`src/rtl/servgrid_wb_arbiter_if.sv`:
```
// Bus bundle between the SERV requesters, the arbiter and the shared Wishbone slave.
// The arbiter connects through the slave modport; the requester/slave environment uses master.
interface servgrid_wb_arbiter_if #(
    parameter int unsigned nreq = 16
);
    logic [nreq*32-1:0] i_req_adr;
    logic [nreq*32-1:0] i_req_dat;
    logic [nreq*4-1:0]  i_req_sel;
    logic [nreq-1:0]    i_req_we;
    logic [nreq-1:0]    i_req_stb;
    logic [31:0]        o_req_rdt;
    logic [nreq-1:0]    o_req_ack;
    logic [nreq-1:0]    o_req_err;
    logic [31:0]        o_wb_adr;
    logic [31:0]        o_wb_dat;
    logic [3:0]         o_wb_sel;
    logic               o_wb_we;
    logic               o_wb_stb;
    logic [31:0]        i_wb_rdt;
    logic               i_wb_ack;
    logic [nreq-1:0]    o_grant;
    logic               o_busy;

    modport master (
        output i_req_adr, i_req_dat, i_req_sel, i_req_we, i_req_stb, i_wb_rdt, i_wb_ack,
        input  o_req_rdt, o_req_ack, o_req_err, o_wb_adr, o_wb_dat, o_wb_sel, o_wb_we,
               o_wb_stb, o_grant, o_busy
    );

    modport slave (
        input  i_req_adr, i_req_dat, i_req_sel, i_req_we, i_req_stb, i_wb_rdt, i_wb_ack,
        output o_req_rdt, o_req_ack, o_req_err, o_wb_adr, o_wb_dat, o_wb_sel, o_wb_we,
               o_wb_stb, o_grant, o_busy
    );
endinterface

```
`src/rtl/servgrid_wb_arbiter.sv`:
```
// Round-robin arbiter sharing one Wishbone slave among nreq SERV cores, with an
// optional stall timeout that terminates a granted access with ack+err.
module servgrid_wb_arbiter #(
    parameter int unsigned nreq    = 16,
    parameter int unsigned timeout = 255
) (
    input  logic                 wb_clk,
    input  logic                 wb_rst,
    servgrid_wb_arbiter_if.slave bus
);
    localparam int unsigned   gw      = (nreq > 1) ? $clog2(nreq) : 1;
    localparam int unsigned   tw      = (timeout > 0) ? $clog2(timeout + 1) : 1;
    localparam logic [tw-1:0] tc_last = (timeout > 0) ? tw'(timeout - 1) : '0;
    localparam logic [gw-1:0] lg_rst  = gw'(nreq - 1);
    localparam bit            tmo_en  = (timeout != 0);

    typedef enum logic [0:0] {StIdle, StBusy} state_e;

    state_e          state_q, state_d;
    logic [gw-1:0]   g_q, g_d, lg_q, lg_d, sel;
    logic [tw-1:0]   tc_q, tc_d;
    logic            found;
    logic [31:0]     adr_g, dat_g;
    logic [3:0]      sel_g;
    logic            we_g, stb_g, tmo;
    logic [nreq-1:0] onehot_g;

    // First pending requester after lg, wrapping around to index 0.
    always_comb begin
        found = 1'b0;
        sel   = lg_q;
        for (int r = 0; r < nreq; r++) begin
            if (!found && bus.i_req_stb[r] && (gw'(r) > lg_q)) begin
                found = 1'b1;
                sel   = gw'(r);
            end
        end
        for (int r = 0; r < nreq; r++) begin
            if (!found && bus.i_req_stb[r] && (gw'(r) <= lg_q)) begin
                found = 1'b1;
                sel   = gw'(r);
            end
        end
    end

    always_comb begin
        adr_g    = '0;
        dat_g    = '0;
        sel_g    = '0;
        we_g     = 1'b0;
        stb_g    = 1'b0;
        onehot_g = '0;
        for (int r = 0; r < nreq; r++) begin
            if (g_q == gw'(r)) begin
                adr_g       = bus.i_req_adr[32*r +: 32];
                dat_g       = bus.i_req_dat[32*r +: 32];
                sel_g       = bus.i_req_sel[4*r +: 4];
                we_g        = bus.i_req_we[r];
                stb_g       = bus.i_req_stb[r];
                onehot_g[r] = 1'b1;
            end
        end
    end

    // Expiry loses to both a slave ack and an abort in the same cycle.
    assign tmo = tmo_en && (state_q == StBusy) && !bus.i_wb_ack && stb_g && (tc_q == tc_last);

    always_comb begin
        state_d = state_q;
        g_d     = g_q;
        lg_d    = lg_q;
        tc_d    = tc_q;
        unique case (state_q)
            StIdle: begin
                if (found) begin
                    state_d = StBusy;
                    g_d     = sel;
                    lg_d    = sel;
                    tc_d    = '0;
                end
            end
            StBusy: begin
                if (bus.i_wb_ack || !stb_g || tmo) begin
                    state_d = StIdle;
                end else begin
                    tc_d = tc_q + 1'b1;
                end
            end
        endcase
    end

    always_comb begin
        bus.o_wb_adr  = '0;
        bus.o_wb_dat  = '0;
        bus.o_wb_sel  = '0;
        bus.o_wb_we   = 1'b0;
        bus.o_wb_stb  = 1'b0;
        bus.o_req_ack = '0;
        bus.o_req_err = '0;
        bus.o_req_rdt = '0;
        bus.o_grant   = '0;
        bus.o_busy    = 1'b0;
        if (state_q == StBusy) begin
            bus.o_busy   = 1'b1;
            bus.o_grant  = onehot_g;
            bus.o_wb_adr = adr_g;
            bus.o_wb_dat = dat_g;
            bus.o_wb_sel = sel_g;
            bus.o_wb_we  = we_g;
            bus.o_wb_stb = stb_g && !tmo;
            if (bus.i_wb_ack) begin
                bus.o_req_ack = onehot_g;
                bus.o_req_rdt = bus.i_wb_rdt;
            end else if (tmo) begin
                bus.o_req_ack = onehot_g;
                bus.o_req_err = onehot_g;
            end
        end
    end

    always_ff @(posedge wb_clk or posedge wb_rst) begin
        if (wb_rst) begin
            state_q <= StIdle;
            g_q     <= '0;
            lg_q    <= lg_rst;
            tc_q    <= '0;
        end else begin
            state_q <= state_d;
            g_q     <= g_d;
            lg_q    <= lg_d;
            tc_q    <= tc_d;
        end
    end
endmodule

```
`src/flat_wrapper.sv`:
```
// flat-port wrapper written by rule: the top's interface ports become plain ports
module servgrid_wb_arbiter_flat 
#(
    parameter int unsigned nreq    = 16,
    parameter int unsigned timeout = 255
)
  (wb_clk, wb_rst, bus_i_req_adr, bus_i_req_dat, bus_i_req_sel, bus_i_req_we, bus_i_req_stb, bus_i_wb_rdt, bus_i_wb_ack, bus_o_req_rdt, bus_o_req_ack, bus_o_req_err, bus_o_wb_adr, bus_o_wb_dat, bus_o_wb_sel, bus_o_wb_we, bus_o_wb_stb, bus_o_grant, bus_o_busy);
  servgrid_wb_arbiter_if #(.nreq(nreq)) bus_i ();
  input  logic wb_clk;
  input  logic wb_rst;
  input wire logic [$bits(bus_i.i_req_adr)-1:0] bus_i_req_adr;
  input wire logic [$bits(bus_i.i_req_dat)-1:0] bus_i_req_dat;
  input wire logic [$bits(bus_i.i_req_sel)-1:0] bus_i_req_sel;
  input wire logic [$bits(bus_i.i_req_we)-1:0] bus_i_req_we;
  input wire logic [$bits(bus_i.i_req_stb)-1:0] bus_i_req_stb;
  input wire logic [$bits(bus_i.i_wb_rdt)-1:0] bus_i_wb_rdt;
  input wire logic [$bits(bus_i.i_wb_ack)-1:0] bus_i_wb_ack;
  output wire logic [$bits(bus_i.o_req_rdt)-1:0] bus_o_req_rdt;
  output wire logic [$bits(bus_i.o_req_ack)-1:0] bus_o_req_ack;
  output wire logic [$bits(bus_i.o_req_err)-1:0] bus_o_req_err;
  output wire logic [$bits(bus_i.o_wb_adr)-1:0] bus_o_wb_adr;
  output wire logic [$bits(bus_i.o_wb_dat)-1:0] bus_o_wb_dat;
  output wire logic [$bits(bus_i.o_wb_sel)-1:0] bus_o_wb_sel;
  output wire logic [$bits(bus_i.o_wb_we)-1:0] bus_o_wb_we;
  output wire logic [$bits(bus_i.o_wb_stb)-1:0] bus_o_wb_stb;
  output wire logic [$bits(bus_i.o_grant)-1:0] bus_o_grant;
  output wire logic [$bits(bus_i.o_busy)-1:0] bus_o_busy;
  assign bus_i.i_req_adr = bus_i_req_adr;
  assign bus_i.i_req_dat = bus_i_req_dat;
  assign bus_i.i_req_sel = bus_i_req_sel;
  assign bus_i.i_req_we = bus_i_req_we;
  assign bus_i.i_req_stb = bus_i_req_stb;
  assign bus_i.i_wb_rdt = bus_i_wb_rdt;
  assign bus_i.i_wb_ack = bus_i_wb_ack;
  assign bus_o_req_rdt = bus_i.o_req_rdt;
  assign bus_o_req_ack = bus_i.o_req_ack;
  assign bus_o_req_err = bus_i.o_req_err;
  assign bus_o_wb_adr = bus_i.o_wb_adr;
  assign bus_o_wb_dat = bus_i.o_wb_dat;
  assign bus_o_wb_sel = bus_i.o_wb_sel;
  assign bus_o_wb_we = bus_i.o_wb_we;
  assign bus_o_wb_stb = bus_i.o_wb_stb;
  assign bus_o_grant = bus_i.o_grant;
  assign bus_o_busy = bus_i.o_busy;
  servgrid_wb_arbiter #(.nreq(nreq), .timeout(timeout)) u_core (.wb_clk(wb_clk), .wb_rst(wb_rst), .bus(bus_i));
endmodule
```
`config.mk`:
```
export PLATFORM = sky130hd
export DESIGN_NAME = servgrid_wb_arbiter_flat
export DESIGN_NICKNAME = d
export VERILOG_FILES = /design/src/rtl/servgrid_wb_arbiter_if.sv /design/src/rtl/servgrid_wb_arbiter.sv /design/src/flat_wrapper.sv
export SDC_FILE = /design/constraint.sdc
export NUM_CORES = 1
export LEC_CHECK = 0
export BUFFER_PORTS_ARGS = -buffer_cell sky130_fd_sc_hd__buf_2
export CAP_MARGIN = 10
export CORE_AREA = 4 4 510 512
export CTS_BUF_LIST = sky130_fd_sc_hd__clkbuf_8
export CTS_CLUSTER_SIZE = 24
export DETAILED_ROUTE_END_ITERATION = 8
export DIE_AREA = 0 0 514 516
export PLACE_DENSITY_LB_ADDON = 0.25
export RECOVER_POWER = 100
export SYNTH_ARGS = -nofsm -noshare
export SYNTH_HDL_FRONTEND = slang
export SYNTH_SLANG_ARGS = --single-unit
```
`constraint.sdc`:
```
create_clock -name wb_clk -period 2.8 [get_ports wb_clk]
set_input_delay 0.56 -clock wb_clk [delete_from_list [all_inputs] [get_ports wb_clk]]
set_output_delay 0.56 -clock wb_clk [all_outputs]
set_load 0.02 [all_outputs]
```
==> flow_summary.yaml <==
status:
  status: "complete, but fails checks"
  violations: "negative setup slack"
drt:
  ant_nets: 0
  routed_wl_um: 254000
  first_pass_iters: 7
  drcViolationCount: 0
  vias: 24000
  first_iter_violations: 1986
  viasPerCell: 3.51
  wl_per_cell_um: 37.2
floorplanning:
  start_util: 0.0413
  std_cell_rows: 186
  ioPinCount: 1306
  core-area_sq_um: 256000
  die_w_um: 514
  die_y_um: 516
  dieArea_sq_um: 265000
sta:
  rsz0062_at_grt: "yes"
  drv_slew: 0
  timing.setup.tns_ns: -67.59
  skew_ns: 0.00369
  worst_pin_slew_ns: 1.14
  finalSetupViolCount: 148
  fmax_mhz: 276
  finalCritPeriodShare: 1.29
  maxSlewHeadroom: 0.239
  period_minus_slack_ns: 3.62
  final.setup.worst_slack_ns: -0.821
  hold_viol_final: 0
finish:
  fin_area_sq_um: 31500
  final_common_cell: "buf_2"
  stdcell_count: 6827
  nFillCells: 29800
  multi_input_area_sq_um: 12500
  drive_above_1_share: 0.700
  nNetsFinal: 4532
  layout_common_cells: "buf_2, buf_4, nand2_1"
  regArea_sq_um: 450
  syn2layout_area_growth_pct: 198
clock_tree:
  clkSinkCount: 17
  clk_latency_ns: 0.27
  tritoncts: "yes"
  root_buffer: "clkbuf_8"
  cts_made_buffers: 3
  h-tree-depth: 1
  clkSlewWorstSetupHoldPaths_ns: 0.08
  clockBufferDepth: 2
worst_setup_path:
  crit_type: "flip-flop to output port"
  crit_chain: "buf_12 > buf_4 > buf_12 > buf_16 > mux2i_1 > o21ai_0 > a222oi_1 > a21oi_1 > a21oi_1 > buf_4 > a21boi_4 > buf_6"
  cp-start-kind: "flip-flop"
  slowest_stage: "a222oi_1"
  crit_family: "compound AO/OA/AOI/OAI gates"
  worstSetupEndpointType: "output port"
  worstPathRequired_ns: 2.24
  critPathMaxFanout: 23
  max_stage_delay_ns: 0.55
  crit_buf_inv: 6
  cp.arrival_ns: 3.06
grt:
  grt_pass1_vias: 24300
  top_usage_layer: "met2"
  grt_max_degree: 70
  met2_usage: 0.310
  grtUsageMet3: 0.0621
  overflow: 0
  grt_pass1_wl_um: 301000
  grt.met1_usage: 0.210
  antenna_found_initial: 280
  grt_util_all_layers: 0.178
pwr:
  finalPower_mw: 35.1
  leakagePower_nw: 13.5
  vdd_drop_max_uv: 488
  powerDensity_nw_per_um2: 1120
placement:
  placed_cells: 6595
  post-place-ws_ns: -1.47
  port_buffers: 1305
  placed_area_sq_um: 25100
  gp_congestion: 0.928
  dp_hpwl_um: 217000
logic_synthesis:
  yosys_warnings: 0
  synth-edff-count: 0
  synth_cell_types: 77
  ys_ff_latch: 17
  ys.flop_type: "dfrtp_1"
  syn_nets: 2843
  avgSynthCellArea_sq_um: 6.26
  yosysSeqAreaShare: 0.0408
  netlist_area_sq_um: 10600
  synth-async-reset-ratio: 1.00
  synth_cells: 1686
run:
  max-cap-violations: 0
worst_hold_path:
  hold_path.class: "primary input to async pin"
## cell families (layout without fill, tap and decap cells)
logic type	Yosys count	count (layout)	share of synthesized area
adder cells (fa/ha/maj)	2	2	0.00237
AND/OR/NAND/NOR	528	528	0.228
buffers and inverters	220	1908	0.0899
AO/OA/AOI/OAI	786	786	0.507
other	0	69	0
multiplexers	133	133	0.132
flip-flops	17	17	0.0408
## layout make-up
| type | count | share of cell area |
|---|---|---|
| diodes | 69 | 0.00548 |
| clock buffers | 3 | 0.00131 |
| clock inverters | 1 | 0.000119 |
| inverters | 31 | 0.00401 |
| multi-input cells | 1449 | 0.396 |
| flip-flops and latches | 17 | 0.0143 |
| well taps | 3384 | 0.134 |
| repair buffers | 1873 | 0.445 |
## Yosys cell counts (17+ instances only)
library cell | instances | share of area
a22oi_1 | 42 | 0.030
a22o_1 | 60 | 0.050
o211ai_1 | 17 | 0.012
a221oi_1 | 84 | 0.070
a21boi_1 | 21 | 0.015
o21ai_0 | 133 | 0.063
nor2_1 | 171 | 0.061
o22ai_1 | 22 | 0.013
a21boi_0 | 39 | 0.028
nor2b_1 | 17 | 0.010
a31oi_1 | 62 | 0.037
nand2_1 | 213 | 0.076
mux2i_1 | 117 | 0.11
buf_2 | 56 | 0.027
inv_1 | 30 | 0.011
and3_1 | 39 | 0.023
clkbuf_1 | 109 | 0.039
nand3_1 | 25 | 0.012
a222oi_1 | 59 | 0.056
a21oi_1 | 199 | 0.094
## worst register-to-register path, delay by kind of cell, from the launching register on
kind,cells,cell delay (ns)
AOI/OAI and AO/OA,3,0.84
buffers and inverters,5,0.67
DFF,1,0.44
muxes,1,0.45
and+or+nand+nor,3,0.39
## routing by layer
metal,part of all wire,vias up
met4,0.034,160
met5,0.0041,-
li1,-,10000
met2,0.47,1704
met1,0.40,11500
met3,0.092,566
## power by group
| group | internal (mW) | total, mW | switching, mW |
|---|---|---|---|
| logic | 15.0 | 34.4 | 19.4 |
| clock network | 0.0981 | 0.204 | 0.106 |
| registers | 0.378 | 0.555 | 0.176 |
| total | 15.5 | 35.1 | 19.6 |
## state kept, by name, indices dropped and copies added (netlist names)
register / count
u_core.lg_q: 4
u_core.g_q: 4
u_core.tc_q: 8
u_core.state_q: 1
## path summary, 6_finish.rpt
| path | startpoint | cells after the start | slack (ns) | to |
|---|---|---|---|---|
| setup / recovery | u_core.g_q[1] | 12 | -0.82 | bus_o_wb_dat[17] |
| hold reg to reg | u_core.tc_q[5] | 1 | 0.52 | u_core.tc_q[5] |
| max in group asynchronous | wb_rst | 2 | 1.72 | u_core.g_q[0] |
| setup reg to reg | u_core.g_q[2] | 12 | -0.10 | u_core.tc_q[4] |
| min in group wb_clk | u_core.tc_q[5] | 1 | 0.52 | u_core.tc_q[5] |
| hold / removal | wb_rst | 2 | 0.46 | u_core.tc_q[5] |
## stage by stage
stage	utilization	hold slack (ns)
floorplan	-	0.472
global placement	0.0980	0.492
detailed placement	0.0980	0.507
CTS	0.114	0.502
global route	0.123	0.520
finish	0.123	0.461
## repair_timing
action / CTS / global route
gates resized for setup: 624 / 372
hold buffers: 0 / 0
setup endpoints to repair: 125 / 130
setup buffers: 97 / 74
gates cloned: 20 / 11
pin swaps: 161 / 180
endpoints found under the hold margin: 0 / 0
No activity file was read; power rests on OpenSTA's default activity.
